File: src/rtl/trace_pkt_serializer.sv
// Trace packet serializer: splits up-to-3-wide retirement packets into FIFO records.
// Optional TRACE_SER_TIMESTAMP_EN adds a free-running cycle stamp per record (rec_ts).
package trace_pkt_serializer_pkg;
  typedef struct packed {
    logic [2:0]  valid;
    logic [95:0] insn;
    logic [95:0] address;
    logic [2:0]  exception;
    logic [2:0]  interrupt;
    logic [4:0]  ecause;
    logic [31:0] tval;
  } trace_pkt_t;
endpackage

module trace_pkt_serializer
  import trace_pkt_serializer_pkg::*;
#(
  parameter int DEPTH = 8
) (
  input  logic        clk,
  input  logic        rst,
  input  logic        trace_en,
  input  logic        flush,
  input  trace_pkt_t  trace_pkt,
  output logic        rec_valid,
  input  logic        rec_ready,
  output logic [1:0]  rec_slot,
  output logic [31:0] rec_insn,
  output logic [31:0] rec_addr,
  output logic        rec_exc,
  output logic        rec_intr,
  output logic [4:0]  rec_ecause,
  output logic [31:0] rec_tval,
  output logic        rec_lost,
`ifdef TRACE_SER_TIMESTAMP_EN
  output logic [31:0] rec_ts,
`endif
  output logic [15:0] drop_cnt
);
  localparam int AW = $clog2(DEPTH);
  localparam int CW = AW + 1;

  typedef struct packed {
    logic [1:0]  slot;
    logic [31:0] insn;
    logic [31:0] addr;
    logic        exc;
    logic        intr;
    logic [4:0]  ecause;
    logic [31:0] tval;
    logic        lost;
`ifdef TRACE_SER_TIMESTAMP_EN
    logic [31:0] ts;
`endif
  } rec_t;

  rec_t mem_q [DEPTH];

  logic [AW-1:0] wr_ptr_q, wr_ptr_d;
  logic [AW-1:0] rd_ptr_q, rd_ptr_d;
  logic [CW-1:0] count_q, count_d;
  logic          lost_pend_q, lost_pend_d;
  logic [15:0]   drop_cnt_q, drop_cnt_d;
`ifdef TRACE_SER_TIMESTAMP_EN
  logic [31:0]   ts_q, ts_d;
`endif

  logic [2:0]    v;
  logic [1:0]    n;
  logic [CW-1:0] free;
  logic          accept, drop, pop;
  logic [1:0]    off [3];
  rec_t          wrec [3];
  rec_t          head;

  always_comb begin
    v      = trace_pkt.valid & {3{trace_en}};
    n      = 2'(v[0]) + 2'(v[1]) + 2'(v[2]);
    free   = CW'(DEPTH) - count_q;
    pop    = (count_q != '0) && rec_ready;
    accept = !flush && (n != 2'd0) && (free >= CW'(n));
    drop   = !flush && (n != 2'd0) && !accept;
    off[0] = 2'd0;
    off[1] = 2'(v[0]);
    off[2] = 2'(v[0]) + 2'(v[1]);
    for (int k = 0; k < 3; k++) begin
      wrec[k].slot = 2'(k);
      wrec[k].insn = trace_pkt.insn[32*k +: 32];
      wrec[k].addr = trace_pkt.address[32*k +: 32];
      wrec[k].exc  = trace_pkt.exception[k];
      wrec[k].intr = trace_pkt.interrupt[k];
      if (trace_pkt.exception[k] || trace_pkt.interrupt[k]) begin
        wrec[k].ecause = trace_pkt.ecause;
        wrec[k].tval   = trace_pkt.tval;
      end else begin
        wrec[k].ecause = 5'd0;
        wrec[k].tval   = 32'd0;
      end
      // only the lowest valid slot lands at offset 0
      wrec[k].lost = lost_pend_q && (off[k] == 2'd0);
`ifdef TRACE_SER_TIMESTAMP_EN
      wrec[k].ts = ts_q;
`endif
    end
  end

  always_comb begin
    wr_ptr_d    = wr_ptr_q;
    rd_ptr_d    = rd_ptr_q;
    count_d     = count_q;
    lost_pend_d = lost_pend_q;
    drop_cnt_d  = drop_cnt_q;
`ifdef TRACE_SER_TIMESTAMP_EN
    ts_d        = ts_q + 32'd1;
`endif
    if (drop && (drop_cnt_q != 16'hFFFF)) drop_cnt_d = drop_cnt_q + 16'd1;
    if (flush) begin
      wr_ptr_d    = '0;
      rd_ptr_d    = '0;
      count_d     = '0;
      lost_pend_d = 1'b0;
    end else begin
      if (accept) wr_ptr_d = wr_ptr_q + AW'(n);
      if (pop) rd_ptr_d = rd_ptr_q + AW'(1);
      count_d = count_q + (accept ? CW'(n) : '0) - CW'(pop);
      if (accept) lost_pend_d = 1'b0;
      else if (drop) lost_pend_d = 1'b1;
    end
  end

  always_ff @(posedge clk or posedge rst) begin
    if (rst) begin
      wr_ptr_q    <= '0;
      rd_ptr_q    <= '0;
      count_q     <= '0;
      lost_pend_q <= 1'b0;
      drop_cnt_q  <= 16'd0;
`ifdef TRACE_SER_TIMESTAMP_EN
      ts_q        <= 32'd0;
`endif
    end else begin
      wr_ptr_q    <= wr_ptr_d;
      rd_ptr_q    <= rd_ptr_d;
      count_q     <= count_d;
      lost_pend_q <= lost_pend_d;
      drop_cnt_q  <= drop_cnt_d;
`ifdef TRACE_SER_TIMESTAMP_EN
      ts_q        <= ts_d;
`endif
    end
  end

  // storage is intentionally not reset; outputs are masked while empty
  always_ff @(posedge clk) begin
    for (int k = 0; k < 3; k++) begin
      if (accept && v[k]) mem_q[wr_ptr_q + AW'(off[k])] <= wrec[k];
    end
  end

  assign rec_valid = (count_q != '0);
  assign head      = rec_valid ? mem_q[rd_ptr_q] : '0;

  assign rec_slot   = head.slot;
  assign rec_insn   = head.insn;
  assign rec_addr   = head.addr;
  assign rec_exc    = head.exc;
  assign rec_intr   = head.intr;
  assign rec_ecause = head.ecause;
  assign rec_tval   = head.tval;
  assign rec_lost   = head.lost;
`ifdef TRACE_SER_TIMESTAMP_EN
  assign rec_ts     = head.ts;
`endif
  assign drop_cnt   = drop_cnt_q;
endmodule
File: config.mk
export PLATFORM = sky130hd
export DESIGN_NAME = trace_pkt_serializer
export DESIGN_NICKNAME = d
export VERILOG_FILES = /design/src/rtl/trace_pkt_serializer.sv
export SDC_FILE = /design/constraint.sdc
export NUM_CORES = 2
export LEC_CHECK = 0
export BUFFER_PORTS_ARGS = -buffer_cell sky130_fd_sc_hd__buf_4
export CAP_MARGIN = 10
export CORE_ASPECT_RATIO = 0.5
export CORE_UTILIZATION = 40
export DETAILED_ROUTE_END_ITERATION = 6
export GPL_ROUTABILITY_DRIVEN = 0
export PLACE_DENSITY = 0.6
export SETUP_SLACK_MARGIN = 0.02
export SLEW_MARGIN = 25
export SYNTH_ARGS = -nofsm -noshare
export SYNTH_HDL_FRONTEND = slang
export SYNTH_SLANG_ARGS = --single-unit
File: constraint.sdc
create_clock -name clk -period 8 [get_ports clk]
set_clock_uncertainty 0.15 [all_clocks]
set_input_delay 0.8 -clock clk [delete_from_list [all_inputs] [get_ports clk]]
set_output_delay 0.8 -clock clk [all_outputs]
set_load 0.03 [all_outputs]
## After elaboration in Yosys (flattened, before gate mapping)

Memory sizes are Yosys's and may differ from the RTL's.
Cells that the tools add are included.

| word-level totals | value |
|---|---|
| bits in registers | 27 |
| bits in latches | 0 |
| memory bits (writable) | 848 |
| ROM bits | 0 |
| bits of input ports | 243 |
| output and inout bits | 123 |
| word-level logic and storage cells | 60 |
| memories kept | 1 |

| cells by class | value |
|---|---|
| add/sub/neg operators | 10 |
| multipliers | 0 |
| divide/modulo/power cells | 0 |
| order comparisons | 1 |
| equality and inequality tests | 1 |
| shift-type cells | 0 |
| multiplexer cells | 19 |
| bitwise logic cells | 2 |
| reductions and logical operators | 21 |

Memories:

| memory | words | bits a word | rd ports | clocked after memory_dff | wr ports | RTL line | source |
|---|---|---|---|---|---|---|---|
| mem_q | 8 | 106 | 1 | 0 | 3 | 57 | `rec_t mem_q [DEPTH];` |

Operators with widths:

| cell | number |
|---|---|
| $mux 37 | 3 |
| $mux 106 | 1 |
| $add 16x1->16 const B | 1 |
| $ne 16x16->1 const B | 1 |
| $mux 3 | 4 |
| $logic_and 1x1->1 | 10 |
| $mux 1 | 9 |
| $add 3x2->3 | 2 |
| $reduce_bool 2->1 | 3 |
| $add 4x2->4 | 1 |
| $ge 4x2->1 | 1 |
| $mux 4 | 1 |
| $reduce_bool 4->1 | 1 |
| $sub 4x1->4 | 1 |
| $sub 4x4->4 const A | 1 |
| $add 3x1->3 | 1 |
| $add 3x1->3 const B | 1 |
| $and 3x3->3 | 1 |
| $logic_or 1x1->1 | 3 |
| $reduce_bool 3->1 | 1 |
| $add 1x1->2 | 1 |
| $add 2x1->2 | 1 |
| $logic_not 1->1 | 2 |
| $logic_not 2->1 | 1 |
| other kinds (2) | 2 |

## Longest topological paths before layout

| logic depth | value |
|---|---|
| depth after elaboration | 11 |
| mapped depth | 19 |
| gate-level depth less buffers | 16 |

## Worst setup path before layout

OpenSTA, ideal clock, no wires.

| timing path | value |
|---|---|
| kind | in2reg |
| start point | input port trace_pkt[235] (netlist name) |
| end point | memory mem_q[0][0] (netlist name), enable pin |
| arrival time | 8,181 ps |
| required time | 7,221 ps |
| slack | -960 ps |
| stages on the path | 12 |
| buffers on the path | 4 |
| cell sequence | clkbuf_1 > xor2_1 > and2_1 > ha_1 > ha_1 > nand2b_1 > a211o_1 > o21ai_2 > buf_2 > clkbuf_1 > buf_1 > a31oi_1 |

RTL lines:

| what | RTL line | source |
|---|---|---|
| from (decl) | 24 | `input trace_pkt_t trace_pkt,` |
| to (decl) | 57 |  |

==> Implementation_results.wiki <==
{| class="wikitable"
! Metric !! Value
|-
| Outcome || completed
|-
| Cells along the critical path || buf_4 -> xor2_1 -> and2_1 -> ha_1 -> ha_1 -> nand2b_1 -> a211oi_4 -> a21oi_4 -> nand3_4 -> buf_4 -> buf_4 -> mux2i_1 -> o21ai_0
|-
| Insertion delay to the later sink of the worst-skew pair || 690 ps
|-
| Fraction of post-synthesis cell area in the top cell type by area || 0.518
|-
| Yosys synthesis warning count || 0
|-
| Setup repair after global routing missed its margin || no
|-
| Nature of the critical path startpoint || input pin
|-
| Final max-slew violation count || 0
|-
| Post-route setup TNS || 0 ps
|-
| Share of synthesized area occupied by flip-flops and latches || 0.538
|-
| Delay-heaviest family, CP || buffers and inverters
|-
| Type of the worst setup path || in2reg
|-
| Share of final-layout standard cells stronger than drive strength 1 || 0.201
|-
| Initial DRC count || 3103
|-
| Worst flop-to-flop path endpoint || mem_q[1][62]
|-
| Highest cell delay on the worst timing path || about 740 ps
|-
| PnR Total Power || 14.2 mW
|-
| Die Span X || 493 µm
|-
| Detailed-route wire length per cell || ~26 µm
|-
| Summed instance area of the synthesized netlist || 48200 µm²
|-
| Cell taking the most area after synthesis || sky130_fd_sc_hd__edfxtp_1
|-
| Cell area after placement || 51600 µm²
|-
| Path class of the lowest-slack min-delay path || in2reg
|-
| Initial Util || 0.406
|-
| Routed via count divided by cell count || around 5.7
|-
| Share of the synthesized netlist area taken by xor and xnor gates || 0.00542
|-
| Most repeated library cell on the critical path || sky130_fd_sc_hd__buf_4
|-
| Slew at the pin closest to its max-slew limit || 1160 ps
|-
| Dpl hpwl || 81300 µm
|-
| Gate count after technology mapping || 3958
|-
| Vias in the first global route || between 30000 and 40000
|-
| Worst Path Max Fanout || 33
|-
| Number of DRC violations after detailed routing || 0
|-
| Worst Setup End Kind || flop
|-
| Crit Reg-Reg Startpoint || wr_ptr_q[0]
|-
| Pin count of the biggest net entering global routing || 123
|-
| Commonest register cell after synthesis || sky130_fd_sc_hd__edfxtp_1
|-
| Fraction of the mapped netlist area in simple logic gates || 0.105
|-
| Core Box Area || 119000 µm²
|-
| WHS Path Cells || 2
|-
| Final Worst Setup Slack || a little under 3000 ps
|-
| Post-synth ARST share || 0.0309
|-
| Combinational group share of total power || 0.324
|-
| Power per cell area || 260 nW/µm²
|-
| Final cell utilization of the core || 0.459
|-
| Worst reg-to-reg setup slack || approximately 3000 ps
|-
| Maximum buffer depth of the clock tree || 3
|-
| Number of buffer and inverter instances along the worst setup path || 3
|-
| Critical Path Slowest Stage Cell || sky130_fd_sc_hd__buf_4
|-
| Global-route wire length before repair || 216000 µm
|-
| Gr usage total || 0.238
|-
| Number of antenna violations at the first check in global routing || 16
|-
| Flop and latch count out of synthesis || 875
|-
| Critical path launch point || trace_pkt[235]
|-
| Worst Setup Slack post-DPL || 2290 ps
|-
| Vertical die dimension || about 250 µm
|-
| Ports || 366
|-
| Final hold violation count || 0
|-
| Number of setup violations in the final report || 0
|-
| Worst r2r path cells || 10
|-
| Headroom to the max-slew limit || 0.224
|-
| Number of placement rows || slightly below 90
|-
| Main combinational cell family by area after synthesis || multiplexers
|-
| Number of levels the H-tree was split into || 3
|-
| Req. time, crit path || 8220 ps
|-
| Worst Hold Path EP || mem_q[7][35]
|-
| Library cell used as clock root buffer || sky130_fd_sc_hd__clkbuf_16
|-
| Number of distinct library cells after synthesis || 58
|-
| Clock buffers created by TritonCTS || 86
|-
| Post-synthesis compound-gate area fraction || 0.0671
|-
| IO buf count || 365
|-
| Max Cap Violations || 0
|-
| Proportion of power drawn by the clock network || 0.294
|-
| Endpoint arrival time on the critical path || 5300 ps
|-
| Post-synth EDFFs || 832
|-
| Area Overhead vs Synth || 12.9%
|-
| Post-Synthesis Mean Instance Area || 12.2 µm²
|-
| Drt first pass iters || 5
|-
| Internal power of the cells || just over 9 mW
|-
| Net Sw Frac || 0.339
|-
| Clock Sink Count || roughly 900
|-
| Post-CTS clock slew at the launch and capture registers of the worst setup and hold paths || 70 ps
|-
| Number of nets in the layout || 4266
|-
| Share of the clock period used by the worst path || 0.635
|-
| Fraction of power consumed by sequential logic || 0.382
|-
| TritonCTS clock tree || done
|-
| Min-Delay Startpoint || trace_pkt[34]
|-
| Multiplexer share of the synthesized area || 0.231
|-
| Final critical path time including I/O delays and setup || 5080 ps
|-
| Summed area of non-filler cells in the final layout || roughly 54000 µm²
|-
| Worst supply voltage drop on vdd || between 0.2 and 0.25 mV
|-
| Number of nets produced by synthesis || 4219
|-
| Die area || 122000 µm²
|-
| Top post-synthesis cells by area || sky130_fd_sc_hd__edfxtp_1 52%, sky130_fd_sc_hd__mux2i_1 13%, sky130_fd_sc_hd__mux4_2 9.9%
|-
| Maximum operating frequency || 0.197 GHz
|-
| Detailed Route WL || 147000 µm
|-
| Number of hold buffers added after CTS || 1
|-
| Net switching power figure || 4.81 mW
|-
| Post_cts resized || 0
|-
| Vias after detailed routing || 32400
|-
| Synthesized-area fraction occupied by adder cells || 0.00513
|-
| Number of nets with antenna violations after routing || 0
|-
| Leakage power total || roughly 20 nW
|-
| Overflow left after global routing || 0
|-
| Post-CTS Repair Setup Buffers || 0
|}
==> Yosys cell counts, types with 2 or more instances <==
| master | count |
|---|---|
| sky130_fd_sc_hd__inv_1 | 14 |
| sky130_fd_sc_hd__a21oi_1 | 14 |
| sky130_fd_sc_hd__a211oi_1 | 3 |
| sky130_fd_sc_hd__nand2b_1 | 2 |
| sky130_fd_sc_hd__o21ai_1 | 50 |
| sky130_fd_sc_hd__a31o_2 | 4 |
| sky130_fd_sc_hd__fa_1 | 3 |
| sky130_fd_sc_hd__o211ai_1 | 3 |
| sky130_fd_sc_hd__mux2_2 | 2 |
| sky130_fd_sc_hd__ha_1 | 15 |
| sky130_fd_sc_hd__a211oi_4 | 4 |
| sky130_fd_sc_hd__buf_6 | 8 |
| sky130_fd_sc_hd__xor2_1 | 11 |
| sky130_fd_sc_hd__buf_1 | 65 |
| sky130_fd_sc_hd__nor4_1 | 4 |
| sky130_fd_sc_hd__xnor2_1 | 17 |
| sky130_fd_sc_hd__or2_2 | 2 |
| sky130_fd_sc_hd__and3b_1 | 2 |
| sky130_fd_sc_hd__nand4_1 | 7 |
| sky130_fd_sc_hd__clkbuf_1 | 248 |
| sky130_fd_sc_hd__nand3_2 | 3 |
| sky130_fd_sc_hd__nor3_1 | 3 |
| sky130_fd_sc_hd__dfrtp_1 | 27 |
| sky130_fd_sc_hd__dfxtp_1 | 16 |
| sky130_fd_sc_hd__and3_1 | 12 |
| sky130_fd_sc_hd__o22ai_1 | 2 |
| sky130_fd_sc_hd__a211o_1 | 3 |
| sky130_fd_sc_hd__nand3_1 | 28 |
| sky130_fd_sc_hd__o21ai_0 | 488 |
| sky130_fd_sc_hd__nor2_1 | 131 |
| sky130_fd_sc_hd__mux2i_1 | 635 |
| sky130_fd_sc_hd__and2_1 | 6 |
| sky130_fd_sc_hd__nand2_1 | 579 |
| sky130_fd_sc_hd__edfxtp_1 | 832 |
| sky130_fd_sc_hd__a21o_1 | 3 |
| sky130_fd_sc_hd__buf_4 | 72 |
| sky130_fd_sc_hd__mux4_2 | 212 |
| sky130_fd_sc_hd__buf_2 | 74 |
| sky130_fd_sc_hd__nor2b_1 | 304 |
| sky130_fd_sc_hd__clkbuf_2 | 15 |
| sky130_fd_sc_hd__a31oi_1 | 12 |
| sky130_fd_sc_hd__a22oi_2 | 7 |
==> worst max-delay path by stage <==
stage / to / slack, ps / depth (start not counted)
after floorplan: mem_q[0][0] / -960 / 12
after global placement: mem_q[5][80] / 2310 / 13
after detailed placement: mem_q[5][79] / 2290 / 13
after CTS: mem_q[5][79] / 3010 / 13
after global routing: mem_q[5][69] / 2770 / 13
final: mem_q[5][79] / 2920 / 13
==> sequential cells by signal, indices dropped and copies added (netlist names) <==
signal       flops
drop_cnt        16
wr_ptr_q         3
rd_ptr_q         3
count_q          4
mem_q          848
lost_pend_q      1
==> metal layers <==
layer  vias to the layer above  wire length [µm]  global-route usage
li1                      14500                 -                   -
met1                     16600             62900               0.320
met2                      1090             71600               0.400
met3                       223              8490              0.0365
met4                        12              3660              0.0711
met5                         -                72                   0
==> cells by family (layout without fill, tap and decap cells) <==
| group | Yosys count | after routing |
|---|---|---|
| buffers and inverters | 496 | 611 |
| DFF | 875 | 875 |
| adders and majority gates | 18 | 18 |
| xor gates and xnor gates | 29 | 29 |
| and+or+nand+nor | 1090 | 1090 |
| other | 0 | 9 |
| AOI/OAI and AO/OA | 600 | 600 |
| muxes | 850 | 850 |
==> area by class of cell <==
class,count,area (µm²)
Timing Repair Buffer,441,3460
Fill cell,10700,64200
Tap cell,1592,1990
Multi-Input combinational cell,2587,20200
Sequential cell,875,26000
Inverter,14,52.6
Antenna cell,9,22.5
Clock inverter,48,442
Clock buffer,108,2330
==> cells in the final DEF (no fill, tap or decap), types with 9 or more instances in the layout <==
cell                        instances
sky130_fd_sc_hd__edfxtp_1         832
sky130_fd_sc_hd__mux2i_1          635
sky130_fd_sc_hd__nand2_1          579
sky130_fd_sc_hd__o21ai_0          488
sky130_fd_sc_hd__buf_4            429
sky130_fd_sc_hd__nor2b_1          304
sky130_fd_sc_hd__mux4_2           212
sky130_fd_sc_hd__nor2_1           127
sky130_fd_sc_hd__clkbuf_16         90
sky130_fd_sc_hd__o21ai_1           50
sky130_fd_sc_hd__nand3_1           28
sky130_fd_sc_hd__dfrtp_1           24
sky130_fd_sc_hd__clkinv_1          23
sky130_fd_sc_hd__xnor2_1           17
sky130_fd_sc_hd__clkbuf_1          17
sky130_fd_sc_hd__dfxtp_1           16
sky130_fd_sc_hd__ha_1              15
sky130_fd_sc_hd__inv_1             14
sky130_fd_sc_hd__a21oi_1           13
sky130_fd_sc_hd__and3_1            12
sky130_fd_sc_hd__xor2_1            11
sky130_fd_sc_hd__clkinv_2          10
sky130_fd_sc_hd__diode_2            9
==> power by group through the flow <==
stage / logic [mW] / registers [mW] / clock network, mW
CTS: 4.65 / 5.42 / 4.22
global placement: 4.60 / 5.51 / 0
global route: 4.90 / 5.43 / 4.39
floorplan: 3.09 / 5.45 / 0
detailed placement: 4.64 / 5.52 / 0
finish: 4.59 / 5.41 / 4.17
==> stage by stage <==
stage               hold slack (ps)  std cells
floorplan                       281       3958
global placement                293       5503
detailed placement              296       5505
CTS                             253       5662
global route                    283       5674
finish                          300       5674
(Power assumes the default switching activity.)
